===== config.mk =====
export PLATFORM = sky130hd
export DESIGN_NAME = keysw_io_dev
export DESIGN_NICKNAME = d
export VERILOG_FILES = /design/src/rtl/keysw_io_dev.sv
export SDC_FILE = /design/constraint.sdc
export NUM_CORES = 1
export LEC_CHECK = 0
export CAP_MARGIN = 0
export CORE_MARGIN = 10
export CORE_UTILIZATION = 31
export CTS_CLUSTER_SIZE = 14
export DETAILED_ROUTE_END_ITERATION = 16
export PLACE_DENSITY = 0.67
export SYNTH_ARGS = -nofsm -noshare
export SYNTH_HDL_FRONTEND = slang
export SYNTH_SLANG_ARGS = --single-unit

===== constraint.sdc =====
create_clock -name clk -period 3.9 [get_ports clk]
set_input_delay 0.975 -clock clk [delete_from_list [all_inputs] [get_ports clk]]
set_output_delay 0.975 -clock clk [all_outputs]
set_load 0.02 [all_outputs]

===== src/rtl/keysw_io_dev.sv =====
// KEY/SW memory-mapped input device: synchronize, optionally debounce, sticky Ready/Overrun, irq.
// Optional stabilizer counters are built when KEYSW_DEBOUNCE_EN is defined.
`timescale 1ns/1ps
module keysw_io_dev #(
  parameter int                 DBITS           = 32,
  parameter logic [DBITS-1:0]   ADDRKEY         = 32'hFFFFF080,
  parameter logic [DBITS-1:0]   ADDRSW          = 32'hFFFFF090,
  parameter int                 DEBOUNCE_CYCLES = 100000
) (
  input  logic             clk,
  input  logic             reset,
  input  logic [DBITS-1:0] addr,
  input  logic [DBITS-1:0] wrdata,
  input  logic             we,
  input  logic             re,
  output logic [DBITS-1:0] rddata,
  output logic             sel,
  input  logic [3:0]       key_n,
  input  logic [9:0]       sw,
  output logic             irq
);

  localparam logic [DBITS-1:0] KCTRL_ADDR = ADDRKEY + DBITS'(4);
  localparam logic [DBITS-1:0] SCTRL_ADDR = ADDRSW + DBITS'(4);

  logic [3:0] key_s1, key_s2, kdata;
  logic [9:0] sw_s1, sw_s2, sdata;
  logic       kchg, schg;
  logic [2:0] kst, sst;   // {ie, overrun, ready}

  // Next status from current status, data change, data read and ctrl write.
  function automatic logic [2:0] status_next(input logic [2:0] cur, input logic chg,
                                             input logic rd, input logic wr,
                                             input logic [DBITS-1:0] d);
    logic rdy, ovr, ie;
    rdy = cur[0];
    ovr = cur[1];
    ie  = cur[2];
    if (wr) begin
      if (!d[0]) rdy = 1'b0;
      if (!d[2]) ovr = 1'b0;
      ie = d[8];
    end
    if (rd) rdy = 1'b0;
    if (chg) begin
      ovr = ovr | (cur[0] & ~rd);
      rdy = 1'b1;
    end
    return {ie, ovr, rdy};
  endfunction

  always_ff @(posedge clk or posedge reset) begin
    if (reset) begin
      key_s1 <= '0;
      key_s2 <= '0;
      sw_s1  <= '0;
      sw_s2  <= '0;
    end else begin
      key_s1 <= ~key_n;
      key_s2 <= key_s1;
      sw_s1  <= sw;
      sw_s2  <= sw_s1;
    end
  end

`ifdef KEYSW_DEBOUNCE_EN
  localparam int CW = $clog2(DEBOUNCE_CYCLES) + 1;
  logic [CW-1:0] kcnt, scnt;

  // s1 != s2 means a newer pin value is still in flight, so stability restarts.
  assign kchg = (key_s2 != kdata) && (key_s1 == key_s2) && (kcnt == CW'(DEBOUNCE_CYCLES - 1));
  assign schg = (sw_s2 != sdata) && (sw_s1 == sw_s2) && (scnt == CW'(DEBOUNCE_CYCLES - 1));

  always_ff @(posedge clk or posedge reset) begin
    if (reset) begin
      kcnt <= '0;
      scnt <= '0;
    end else begin
      if (key_s2 == kdata || key_s1 != key_s2 || kchg) kcnt <= '0;
      else if (kcnt != '1)                            kcnt <= kcnt + 1'b1;
      if (sw_s2 == sdata || sw_s1 != sw_s2 || schg)   scnt <= '0;
      else if (scnt != '1)                            scnt <= scnt + 1'b1;
    end
  end
`else
  assign kchg = (key_s2 != kdata);
  assign schg = (sw_s2 != sdata);
`endif

  always_ff @(posedge clk or posedge reset) begin
    if (reset) begin
      kdata <= '0;
      sdata <= '0;
      kst   <= '0;
      sst   <= '0;
      irq   <= 1'b0;
    end else begin
      if (kchg) kdata <= key_s2;
      if (schg) sdata <= sw_s2;
      kst <= status_next(kst, kchg, re && (addr == ADDRKEY), we && (addr == KCTRL_ADDR), wrdata);
      sst <= status_next(sst, schg, re && (addr == ADDRSW),  we && (addr == SCTRL_ADDR), wrdata);
      irq <= (kst[2] & kst[0]) | (sst[2] & sst[0]);
    end
  end

  always_comb begin
    sel    = 1'b0;
    rddata = '0;
    if (addr == ADDRKEY) begin
      sel    = 1'b1;
      rddata = DBITS'(kdata);
    end else if (addr == KCTRL_ADDR) begin
      sel    = 1'b1;
      rddata = DBITS'({kst[2], 5'b0, kst[1], 1'b0, kst[0]});
    end else if (addr == ADDRSW) begin
      sel    = 1'b1;
      rddata = DBITS'(sdata);
    end else if (addr == SCTRL_ADDR) begin
      sel    = 1'b1;
      rddata = DBITS'({sst[2], 5'b0, sst[1], 1'b0, sst[0]});
    end
  end

endmodule

=== After elaboration in Yosys (flattened, before gate mapping) ===
Index checks and enable logic that the tools add are counted.
W data, S select, Z words.

* Output and inout port bits: 34
* Bits in registers: 49
* Input bits: 82

* Bitwise gates (word level): 10
* Eq/ne operators: 8
* Muxes and demuxes: 21
* Reduce and logical (&&, ||, !) cells: 8

{| class="wikitable"
|+ Operators by type and width
! kind !! count
|-
| $eq A32 B32 Y1 const B || 4
|-
| $mux W10 || 3
|-
| $mux W1 || 17
|-
| $ne A10 B10 Y1 || 1
|-
| $mux W9 || 1
|-
| $ne A3 B1 Y1 const B || 2
|-
| $reduce_bool A3 Y1 || 2
|-
| $and A1 B1 Y1 || 4
|-
| $logic_and A1 B1 Y1 || 4
|-
| $ne A4 B4 Y1 || 1
|-
| $not A4 Y4 || 1
|-
| $reduce_and A2 Y1 || 2
|-
| $or A1 B1 Y1 || 3
|-
| $not A1 Y1 || 2
|}

=== Longest topological paths before layout ===
* Depth after elaboration: 6
* Mapped depth: 5

=== Least setup slack after synthesis ===
No wires, ideal clock.

* Path kind: input-to-output
* Start point: input port addr[0]
* End point: output port rddata[8]
* Buffers on the path: 1
* Required time: 2.925 ns
* Stages on the path: 5
* Slack: 0.407 ns
* Arrival time: 2.518 ns
* Cell sequence: or4b_4 > nor4_4 > buf_6 > nand2_2 > a21oi_1

* Cells in the longest elaborated chain, start to end: 5
* Elaborated cells between the ends (all ways): 8
* Those cells by class: 4 x eq/ne; 4 x mux

{| class="wikitable"
|+ RTL lines
! item !! line !! RTL
|-
| from (decl) || 12 || <nowiki>input logic [DBITS-1:0] addr,</nowiki>
|-
| $eq A32 B32 Y1 || 118 || <nowiki>end else if (addr == SCTRL_ADDR) begin</nowiki>
|-
| $mux W9 || 118 ||
|-
| $mux W10 || 115 || <nowiki>end else if (addr == ADDRSW) begin</nowiki>
|-
| $mux W10 || 112 || <nowiki>end else if (addr == KCTRL_ADDR) begin</nowiki>
|-
| $mux W10 * || 109 || <nowiki>if (addr == ADDRKEY) begin</nowiki>
|-
| to (decl) || 16 || <nowiki>output logic [DBITS-1:0] rddata,</nowiki>
|}

Mark *: on every way between the ends. The rest lies on a longest branch, timed or not.

=== Worst setup path in the final report ===
* Start point: input port addr[8]
* End point: output port rddata[3]

* Cells in the longest elaborated chain, start to end: 4
* Elaborated cells between the ends (all ways): 6
* Those cells by class: 3 x eq/ne; 3 x mux

{| class="wikitable"
|+ RTL lines
! item !! line
|-
| $eq A32 B32 Y1 || 115
|-
| $mux W10 || 115
|-
| $mux W10 || 112
|-
| $mux W10 * || 109
|}

Marked as above.

==> results.txt <==
----------------------------------------------------
[Outcome]
  Status ... finished, final reports clean

[Yosys]
  Share of the yosys chip area belonging to registers ... between 50% and 60%
  Syn Inst Count ... 164
  Post-synth EDFFs ... 0
  Post-Syn Area ... about 2100 um2
  Post-synth cell types ... 35
  Most frequent cell after synthesis ... sky130_fd_sc_hd__dfrtp_1
  Synthesized flop and latch total ... a little under 50
  Dominant synthesized flop cell ... sky130_fd_sc_hd__dfrtp_1
  Largest area contributor in the synthesized netlist ... sky130_fd_sc_hd__dfrtp_1
  Cell types with the highest counts after synthesis ... sky130_fd_sc_hd__dfrtp_1, sky130_fd_sc_hd__buf_4, sky130_fd_sc_hd__clkbuf_1
  Synth async-reset ratio ... 100%
  Proportion of netlist area held by the largest area contributor ... between 50% and 60%
  Top area cells in the synthesized netlist ... sky130_fd_sc_hd__dfrtp_1, sky130_fd_sc_hd__buf_4, sky130_fd_sc_hd__xor2_1
  Mean instance size in the synthesized netlist ... 12.7 um2
  Yosys warning count ... 0

[Clock tree]
  Clock tree sinks ... ~50
  Buffer type at the clock tree root ... sky130_fd_sc_hd__clkbuf_8
  Maximum level of the CTS H-tree ... 2
  Total clock buffers created by CTS ... 5
  Skew-Pair Late Insertion Delay ... ~0.30 ns
  Clock tree buffer depth ... 2
  Clock-pin slew of the registers on the worst-case setup and hold paths ... around 0.090 ns
  Clock tree from TritonCTS ... done

[Floorplanning]
  Core box area ... 6420 um2
  Die X-Extent ... 102 um
  Die boundary height ... slightly above 100 um
  Number of placement rows ... 29
  Boundary pin count ... approximately 120
  Overall die area ... roughly 10000 um2
  Initial Utilization ... 32.4%

[Place]
  Detailed-placement wirelength estimate ... approximately 3.7 mm
  GPL Wtd Cong ... about 0.79
  Pre-CTS setup slack ... -0.380 ns
  Port bufs ... between 60 and 70

[Timing]
  Number of failing setup endpoints in the final timing report ... 0
  Final critical-path required period ... 3.80 ns
  Pins over their slew limit ... 0
  Fmax ... 263 MHz
  Final Cycle Share ... 97.5%
  Slew at the pin closest to its max-slew limit ... 0.975 ns
  Clock Skew ... 0.00480 ns
  Fin worst setup slack ... slightly below 0.1 ns
  Number of hold violations in the final report ... 0
  Max-slew headroom ... a little over a third
  Setup repair after global routing missed its margin ... false

[Critical path]
  Highest cell delay on the worst timing path ... around 0.55 ns
  Data arrival time of the critical path ... between 2 and 3 ns
  Largest driver fanout on the critical path ... 4
  Crit Path Class ... in -> out
  Chain of cells forming the critical path ... clkdlybuf4s50_1, or4b_4, nor4_4, nand2_2, nor3_2, buf_2
  Crit path buf inv count ... 2
  Worst-path cell with the longest stage delay ... sky130_fd_sc_hd__or4b_4
  Data required, critical path ... approximately 2.9 ns
  Crit path launch type ... primary input
  CP top delay family ... simple AND/OR/NAND/NOR gates
  Endpoint type of the worst setup path ... primary output

[Global routing]
  Pin count of the biggest net entering global routing ... 50
  Antenna violations before repair ... 0
  Wire length of the first global-routing pass ... roughly 6.9 mm
  Global router's overall resource usage ... about 8.6%
  GR Overflow Total ... 0
  Via count of the first global-routing pass ... approximately 1400

[Detailed routing]
  DRC violation count after routing ... 0
  Vias per cell ... 4.38
  Number of antenna-violating nets in the routed design ... 0
  Routed wire length per instance ... 15.3 um
  Iteration-0 DRC Markers ... 65
  Number of iterations in the first detailed-routing pass ... 4
  Total length of routed wires ... 4.64 mm
  Detailed-route via count ... between 1000 and 1500

[Run]
  Max-cap violations ... 0

[Layout]
  Number of diodes ... 0
  Share of post-route cells with drive strength above 1 ... 17.6%
  Area grow syn2layout ... 33.8%
  Final-stage net count ... about 300

[Pwr]
  Total power draw ... around 0.97 mW
  Power per cell area ... around 350 nW/um2
  Worst-case vdd ir drop ... between 0.2 and 0.3 mV
  Leakage power total ... 1.24 nW

[Min path]
  Hold crit path type ... reg -> reg

----------------------------------------------------
-- layer usage --
layer | global-route usage (%) | vias to the layer above | wire length (um)
met5 | 0 | - | 0
met4 | 2.93 | 0 | 49
met3 | 3.64 | 5 | 423
met2 | 13.1 | 64 | 2020
met1 | 10.8 | 628 | 2150
li1 | - | 634 | -
-- layout make-up --
type,count,area (um2)
inverter,6,22.5
tap,77,96.3
clock buffer,5,68.8
clock inverter,3,28.8
multi-input combinational,91,679
fill,629,3640
sequential,49,1230
timing repair buffer,73,659
-- per-stage QoR --
| step | hold slack, ns | TNS [ns] | cells | util, % | cell area, um2 |
|---|---|---|---|---|---|
| after CTS | 0.356 | -0.00621 | 302 | 43.9 | 2820 |
| after global placement | 0.332 | -3.85 | 294 | 42.2 | 2710 |
| after floorplan | 0.331 | 0 | 185 | - | 2160 |
| after global routing | 0.361 | 0 | 304 | 43.3 | 2780 |
| after detailed placement | 0.335 | -3.88 | 294 | 42.2 | 2710 |
| final | 0.355 | 0 | 304 | 43.3 | 2780 |
-- flip-flops by register name, summed over array words and instances (netlist names) --
name,flops
irq,1
kdata,4
key_s1,4
key_s2,4
kst,3
sdata,10
sst,3
sw_s1,10
sw_s2,10
-- kinds of logic after synthesis --
family	count (synthesis)	synth area share (%)
AO/OA/AOI/OAI	7	2.59
buffers and inverters	45	12.5
XOR/XNOR	14	5.90
AND/OR/NAND/NOR	41	15.1
multiplexers	7	4.75
other	1	0.180
flip-flops	49	59.0
-- worst register-to-register path, delay by kind of cell (launching register included) --
| kind | cells | cell delay, ns |
|---|---|---|
| compound gates | 1 | 0.27 |
| flops | 1 | 0.40 |
| simple gates | 2 | 0.49 |
| xor+xnor | 1 | 0.17 |
-- path summary, 6_finish.rpt --
| check | slack [ns] | cells past startpoint | from | endpoint |
|---|---|---|---|---|
| worst min register to register | 0.35 | 0 | sw_s1[2]$_DFF_PP0_ | sw_s2[2]$_DFF_PP0_ |
| max in group asynchronous | 2.09 | 2 | reset | key_s2[1]$_DFF_PP0_ |
| min in group asynchronous | 1.21 | 2 | reset | sw_s1[1]$_DFF_PP0_ |
| worst min-delay path | 0.35 | 0 | sw_s1[2]$_DFF_PP0_ | sw_s2[2]$_DFF_PP0_ |
| worst max-delay path | 0.1 | 6 | addr[8] | rddata[3] |
| worst max register to register | 2.47 | 4 | sdata[1]$_DFFE_PP0P_ | sst[1]$_DFF_PP0_ |
-- power by group --
group          internal, mW  switching, mW
Sequential            0.530         0.0118
Combinational        0.0630         0.0511
Clock                 0.134          0.178
Total                 0.727          0.241
-- layout by cell type, fill, tap and decap left out, types with 2 or more instances in the layout --
master and n:
sky130_fd_sc_hd__nor4_4 2, sky130_fd_sc_hd__or4b_4 2, sky130_fd_sc_hd__nand2_1 3, sky130_fd_sc_hd__mux4_2 2
sky130_fd_sc_hd__nor3_2 2, sky130_fd_sc_hd__conb_1 22, sky130_fd_sc_hd__xnor2_1 6, sky130_fd_sc_hd__nand3_1 2
sky130_fd_sc_hd__a32o_1 2, sky130_fd_sc_hd__and3_1 7, sky130_fd_sc_hd__dfrtp_1 49, sky130_fd_sc_hd__buf_2 10
sky130_fd_sc_hd__nand4_1 8, sky130_fd_sc_hd__inv_1 5, sky130_fd_sc_hd__clkdlybuf4s50_1 53, sky130_fd_sc_hd__xor2_1 8
sky130_fd_sc_hd__mux2i_1 2, sky130_fd_sc_hd__nand4b_1 5, sky130_fd_sc_hd__mux2_1 2, sky130_fd_sc_hd__nor4_1 3
sky130_fd_sc_hd__clkbuf_8 5, sky130_fd_sc_hd__a21o_1 2, sky130_fd_sc_hd__buf_4 9
-- what timing repair did --
| item | in CTS | in global routing |
|---|---|---|
| gates resized for setup | 37 | 11 |
| endpoints found under the setup margin | 11 | 10 |
| hold buffers | 0 | 0 |
| pin swaps | 1 | 2 |
| buffers inserted | 0 | 2 |
No activity file was read; power rests on OpenSTA's default activity.
==> RTL change, RTL diff (config.mk and constraints unchanged) <==
Build with the macro `KEYSW_DEBOUNCE_EN` defined.
--- a/src/rtl/keysw_io_dev.sv
+++ b/src/rtl/keysw_io_dev.sv
@@ -2,4 +2,6 @@
 // Optional stabilizer counters are built when KEYSW_DEBOUNCE_EN is defined.
 `timescale 1ns/1ps
+`define KEYSW_DEBOUNCE_EN
+
 module keysw_io_dev #(
   parameter int                 DBITS           = 32,
Check against the original RTL: not equivalent (Yosys sat finds a counterexample within 4 cycles, from zero or initial values and one cycle with reset high).
==> RTL change against the original RTL <==
  * Fmax about the same
  * Setup slack better by 0.0024 ns
  * Total power increased by 91%
  * Wire length is 100% higher
  * Combinational power up 15%
  * Synthesized area is 110% higher
  * Largest power group unchanged
  * Sequential cell count increased by 36
  * Design area grew 92%
  * Non-clock buffer count is 1 higher
==> RTL change: results (changes against the original RTL) <==
Run status
  • Run status: finished clean (unchanged)

Synth
  • Gate Count Post-Synth: 405 (was 164)
  • Share of the synthesized area in compound gates (AO/OA/AOI/OAI): 6.189% (was 2.587%)
  • Most instantiated cells after synthesis: dfrtp_1 (85), nor2_1 (45), xor2_1 (28) (was dfrtp_1 (49), buf_4 (22), clkbuf_1 (15))
  • Adder-cell area share of the yosys netlist: 0.5867% (was 0%)
  • Cell types with the largest area share after synthesis: dfrtp_1 (50%), xor2_1 (5.7%), xnor2_1 (5.5%), nor2_1 (4.0%), buf_4 (3.9%) (was dfrtp_1 (59%), buf_4 (7.9%), xor2_1 (3.4%), clkbuf_1 (2.7%), xnor2_1 (2.5%))
  • Number of unique standard cell types used by synthesis: 46 (was 35)
  • Sequential area share after synthesis: 49.87% (was 58.97%)
  • Post-synthesis mux area share: 7.422% (was 4.753%)
  • Post-Synth XOR/XNOR Area: 11.29% (was 5.897%)
  • Synthesis warning total: 0 (unchanged)

Clock network
  • Clk Tree Root Cell: clkbuf_16 (was clkbuf_8)
  • H-tree depth: 3 (was 2)
  • Buffer levels on the longest clock path: 2 (unchanged)
  • Clock slew seen by the registers of the worst setup and hold paths: 0.07 ns (was 0.09 ns)
  • Clock network latency to the later pin of the worst-skew pair: 0.34 ns (was 0.30 ns)
  • Number of buffers created by CTS: 9 (was 5)

Power and ir drop
  • Proportion of total power due to net switching: 23.19% (was 24.91%)
  • Maximum resistive drop on vdd: 0.1648 mV (was 0.2983 mV)
  • Static Leakage: 0.002240 uW (was 0.001244 uW)

Placed design
  • Weighted congestion at the end of routability-driven global placement: 0.8780 (was 0.7932)
  • Detail Placement HPWL: 7280 um (was 3702 um)
  • Count of placed standard cells including taps: 642 (was 294)

GRT
  • Total global routing track utilization: 10.09% (was 8.636%)
  • Wire length of the first global-routing pass: 15480 um (was 6948 um)
  • Number of global-route vias before repair: 3194 (was 1385)
  • Pin count of the biggest net entering global routing: 44 (was 50)
  • Number of antenna violations at the first check in global routing: 0 (unchanged)

Finish
  • Leading registers by flop count: kcnt x18, scnt x18 (was sdata x10, sw_s1 x10, sw_s2 x10)
  • Number of nets in the final layout: 561 (was 308)
  • FILL cells: 1293 (was 629)
  • Layout cells sized above 1: 10.17% (was 17.62%)
  • Final antenna diode count: 0 (unchanged)
  • Non-filler instance count after layout: 658 (was 304)

Setup path
  • Critical-path cell with the highest stage delay: clkdlybuf4s50_1 (was or4b_4)
  • Maximum fanout encountered on the critical timing path: 7 (was 4)
  • Family of cells with the greatest summed delay on the critical path: buffers and inverters (was simple AND/OR/NAND/NOR gates)
  • Worst Path Arrival: 2.82 ns (was 2.83 ns)
  • Slowest stage delay, CP: 0.59 ns (was 0.55 ns)

Routing
  • Number of optimization iterations in the first detailed-route pass: 4 (unchanged)
  • Iteration-0 DRC count of the detailed router: 201 (was 65)
  • Total number of vias: 3131 (was 1331)
  • Total wire length: 9398 um (was 4638 um)

STA
  • Headroom to the max-slew limit: 50.47% (was 34.93%)
  • Clock Skews: 0.009661 ns (was 0.004800 ns)
==> RTL change: power groups by stage <==
stage                     Sequential (uW)  Combinational [uW]  Clock [uW]
final                                 913                 131         800
after global routing                  915                 145         863
after CTS                             914                 132         823
after detailed placement              930                 132           0
after global placement                929                 130           0
after floorplan                       925                80.8           0
==> RTL change: timing repair <==
item / in CTS / in global routing
resized for setup: 11 / 1
endpoints found under the setup margin: 11 / 6
setup buffers: 0 / 0
hold buffers: 0 / 0
==> RTL change: path summary, 6_finish.rpt <==
path / cells after the start / slack [ns] / endpoint / start
setup reg to reg: 5 / 1.73 / sdata[0] / scnt[8]
setup / recovery: 7 / 0.10 / sel / addr[30]
max in group asynchronous: 3 / 2.16 / sw_s1[5] / reset
hold / removal: 0 / 0.39 / key_s2[3] / key_s1[3]
min in group asynchronous: 2 / 1.06 / sw_s1[2] / reset
hold reg to reg: 0 / 0.39 / key_s2[3] / key_s1[3]
==> RTL change: layout make-up <==
type	count	area, um^2	share of cell area, %
well taps	176	220.2	4.121
clock buffers	10	239.0	4.472
inverters	14	53.80	1.007
flip-flops and latches	85	2127	39.80
multi-input cells	293	1954	36.57
clock inverters	6	46.29	0.8663
repair buffers	74	703.2	13.16
==> RTL change: stage by stage <==
step,instance area [um^2],setup slack (ns)
detailed placement,5059,-0.2671
CTS,5338,0.05648
global placement,5059,-0.2041
finish,5344,0.1003
global route,5344,-0.02316
floorplan,4344,0.6194
==> RTL change: per-layer routing <==
layer  wire [um]  global-route usage (%)  up-vias
li1            -                       -     1518
met2        4331                   16.26      110
met3         836                   2.840        9
met4         131                   3.981        0
met1        4098                   12.51     1494
met5           0                       0        -
